<file path="src/rtl/counter_stream_checker_sat_counter.sv">
// Saturating statistics counter with synchronous clear (clear beats increment).
module sat_counter #(
  parameter int unsigned CNT_W = 16
) (
  input  logic             clk,
  input  logic             reset,
  input  logic             inc,
  input  logic             clr,
  output logic [CNT_W-1:0] count
);

  logic [CNT_W-1:0] count_q;
  logic [CNT_W-1:0] count_d;

  // Next count: clear first, otherwise increment unless already at all-ones.
  always_comb begin
    count_d = count_q;
    if (clr) begin
      count_d = '0;
    end else if (inc && (count_q != '1)) begin
      count_d = count_q + CNT_W'(1);
    end
  end

  // Count register.
  always_ff @(posedge clk) begin
    if (reset) begin
      count_q <= '0;
    end else begin
      count_q <= count_d;
    end
  end

  assign count = count_q;

endmodule

</file>
<file path="config.mk">
export PLATFORM = sky130hd
export DESIGN_NAME = sat_counter
export DESIGN_NICKNAME = d
export VERILOG_FILES = /design/src/rtl/counter_stream_checker_sat_counter.sv
export SDC_FILE = /design/constraint.sdc
export NUM_CORES = 1
export LEC_CHECK = 0
export ABC_CLOCK_PERIOD_IN_PS = 1700
export BUFFER_PORTS_ARGS = -buffer_cell sky130_fd_sc_hd__buf_4
export CORE_UTILIZATION = 52
export DETAILED_ROUTE_END_ITERATION = 8
export MAX_ROUTING_LAYER = met4
export PLACE_DENSITY = 0.77
export SYNTH_ARGS = -nofsm -noshare
export SYNTH_HDL_FRONTEND = slang
export SYNTH_SLANG_ARGS = --single-unit
</file>
<file path="constraint.sdc">
create_clock -name clk -period 1.7 [get_ports clk]
set_input_delay 0.34 -clock clk [delete_from_list [all_inputs] [get_ports clk]]
set_output_delay 0.34 -clock clk [all_outputs]
set_load 0.02 [all_outputs]
</file>
==> implementation parameters <==
Parameter                              Value

Route
  Number of iterations in the first detailed-routing pass    6
  DRT antenna net count    0
  Vias per Instance    6.09
  DRT Wirelength    1.98 mm
  Overall via count from detail_route    853
  Number of design-rule violations left by the first detailed-router iteration    24
  Number of remaining DRC errors    0
  Routed WL per cell    14.2 µm

Global route
  Total global-route track usage    24.6%
  Largest net degree at the start of global routing    13
  First-pass GRT wire length    3.39 mm
  Antenna violations before repair    0
  Number of global-route vias before repair    796
  Overflow after GRT    0

Die
  Std-Cell Core Area    1580 µm²
  Horiz. Die Dim    44.0 µm
  Number of rows created at floorplan    14
  Starting density of the core    58.2%
  Boundary pin count    20
  Area of the die    1940 µm²
  Vertical extent of the die    44.0 µm

Worst setup path
  Endpoint arrival time on the critical path    1.77 ns
  Count of buffering cells on the critical path with inverters included    0
  Beginning of the critical path    count[1]
  Crit path max-delay family    simple AND/OR/NAND/NOR gates
  Type of the setup path with the least slack    flop to flop
  Cells along the critical path    ha_1 -> and4_4 -> and3_1 -> a31oi_1 -> a311oi_1
  Critical path peak fanout    6
  CP endpoint kind    flop
  Data required time of the critical path    1.89 ns
  Startpoint of the worst-slack reg-to-reg timing path    count[1]
  Launching element type of the critical path    flop
  Slowest cell on crit path    dfxtp_1
  Crit-path max cell delay    0.40 ns

Yosys
  Instance count of the mapped netlist    102
  Xor-xnor portion of the synthesized cell area    0%
  Dominant combinational cell family by area after synthesis    simple AND/OR/NAND/NOR gates
  Mean Syn Cell Area    8.99 µm²
  Netlist area before placement    917 µm²
  Proportion of synthesized area in mux cells    6.55%
  Nets in the synthesized netlist    107
  Synthesized flop and latch total    16
  Fraction of the mapped netlist area in simple logic gates    31.5%
  Fraction of the yosys area taken by sequential cells    34.9%
  Fraction of the mapped netlist area in compound gates    20.6%
  Number of distinct library cells after synthesis    36
  Number of warnings reported in the yosys synthesis log    0
  Area share of fa/ha/maj cells after synthesis    1.36%

Clock tree
  Clock latency on the worst-skew pair    0.28 ns
  H-Tree Depth    1
  Number of setup buffers added after CTS    0
  Clock tree from TritonCTS    done
  TritonCTS buffer count    3
  CTS Root Cell    clkbuf_4
  Count of instances resized after the clock tree is built    0
  Clk sinks    16
  Hold-fix buffers at CTS    0
  Buffer depth of the longest clock path    2
  Post-CTS clock slew at the launch and capture registers of the worst setup and hold paths    0.09 ns

STA
  Unrepaired setup endpoints after global routing    no
  Final period demand of the worst path    1.58 ns
  Highest achievable clock rate    633 MHz
  Pin slew with the least headroom to its limit    0.432 ns
  Setup total negative slack    0 ns
  Worst rel slew slack    70.9%
  Final worst-path setup slack    0.121 ns
  Final count of hold timing violations    0
  Final worst path period share    92.9%
  Post-Route Skew    0.00163 ns
  Setup-violating endpoint count in the final report    0
  Number of pins with negative max-slew slack in the final report    0
  Tightest hold margin    0.369 ns

Min path
  Hold crit path type    input pin to flop
  Hold path startpoint    reset

Pwr
  Switching Share    22.0%
  Sequential share of power    62.3%
  Int Power    0.000474 W
  P_leak    0.445 nW
  Clock group share of total power    32.0%
  Switching component of the power    0.000134 W
  Share of power burned in combinational logic    5.7%
  Power density over cell area    553 nW/µm²
  VDD IR max    406 µV

Placed design
  Placed Cells incl. Taps    137
  DP HPWL    1.46 mm
  Worst slack at placement    0.124 ns
  Buffers added on ports    19
  Placer Congestion    0.783

Final layout
  Commonest non-fill, non-tap cell in the layout    buf_4
  Fill cell instance count of the final layout    147
  Number of antenna cells inserted    0
  Area grow syn2layout    19.8%
  Total Nets Final    131
  Fraction of layout instances using a drive strength above 1    32.3%
  Area of combinational cells with multiple inputs    551 µm²
  Area of all sequential standard cells    322 µm²
  Number of flip-flops in the largest register    16
  Post-Layout Cell Count    140
  Commonest cells after routing, fill and taps aside    buf_4 (24), dfxtp_1 (15), nand2_1 (13)

Job
  Max-cap viol count    0

Status
  Run status    completed
synth_stat cells:
library cell | count | share of area [%]
or3_2 | 3 | 2.5
dlygate4sd1_1 | 1 | 0.96
a41o_1 | 1 | 1.1
and3_4 | 2 | 2.5
o21ai_0 | 4 | 2.2
or3_1 | 4 | 2.7
a2111o_1 | 2 | 2.5
and3_1 | 3 | 2.0
ha_1 | 1 | 1.4
buf_4 | 1 | 0.82
nor3_4 | 1 | 1.8
buf_1 | 1 | 0.41
a21oi_1 | 6 | 3.3
nand3_1 | 5 | 2.7
and3_2 | 1 | 0.82
buf_6 | 2 | 2.5
a21boi_0 | 1 | 0.82
nor2_1 | 2 | 0.82
and2_2 | 2 | 1.6
o2111a_1 | 1 | 1.2
a311oi_1 | 1 | 0.96
nand4_4 | 1 | 2.3
nand2_1 | 13 | 5.3
mux2i_1 | 6 | 6.5
a211oi_2 | 1 | 1.4
nor3_1 | 2 | 1.1
a211oi_1 | 3 | 2.5
o2111ai_1 | 1 | 0.96
a31oi_1 | 4 | 2.7
inv_1 | 1 | 0.41
nand4_1 | 3 | 2.0
or2_1 | 1 | 0.68
and4_4 | 1 | 1.2
and2_1 | 2 | 1.4
o21ai_1 | 2 | 1.1
dfxtp_1 | 16 | 35
worst min-delay path, delay by kind of cell:
family | cells | cell delay (ns)
simple gates | 1 | 0.10
buf+inv | 1 | 0.11
mux | 1 | 0.05
cell families after synthesis:
group                      count (synthesis)
AOI/OAI and AO/OA                         27
adders and majority gates                  1
buffers and inverters                      6
DFF                                       16
muxes                                      6
and+or+nand+nor                           46
power by group through the flow:
stage                     Sequential [W]  Combinational (W)  Clock (W)
final                           0.000379          0.0000344   0.000195
after global routing            0.000379          0.0000375   0.000218
after CTS                       0.000378          0.0000346   0.000203
after detailed placement        0.000387          0.0000343          0
after global placement          0.000387          0.0000337          0
after floorplan                 0.000389          0.0000167          0
per-layer routing:
metal / global-route usage (%) / part of all wire [%] / vias to the layer above
met5: - / 0 / -
met4: 9.09 / 0.71 / 0
met3: 3.75 / 3.1 / 2
met2: 40.3 / 49 / 20
met1: 30.4 / 47 / 391
li1: - / - / 440
area by class of cell:
type / count / area share, %
Multi-Input combinational cell: 80 / 50.1
Inverter: 1 / 0.342
Timing Repair Buffer: 24 / 16.4
Clock buffer: 3 / 2.05
Tap cell: 16 / 1.82
Sequential cell: 16 / 29.3
stage by stage:
stage / cell area [µm²] / utilization [%] / total power (W)
global route: 1100 / 69.7 / 0.000635
CTS: 1100 / 69.6 / 0.000616
finish: 1100 / 69.7 / 0.000608
floorplan: 917 / - / 0.000405
global placement: 1070 / 68.2 / 0.000420
detailed placement: 1070 / 68.2 / 0.000421
path summary, 6_finish.rpt:
check / depth (start not counted) / slack (ns) / end
worst min register to register: 2 / 0.51 / count[5]
worst min-delay path: 3 / 0.37 / count[11]
worst max register to register: 5 / 0.12 / count[12]
worst max-delay path: 5 / 0.12 / count[12]
Power figures use the tool's default switching activity.
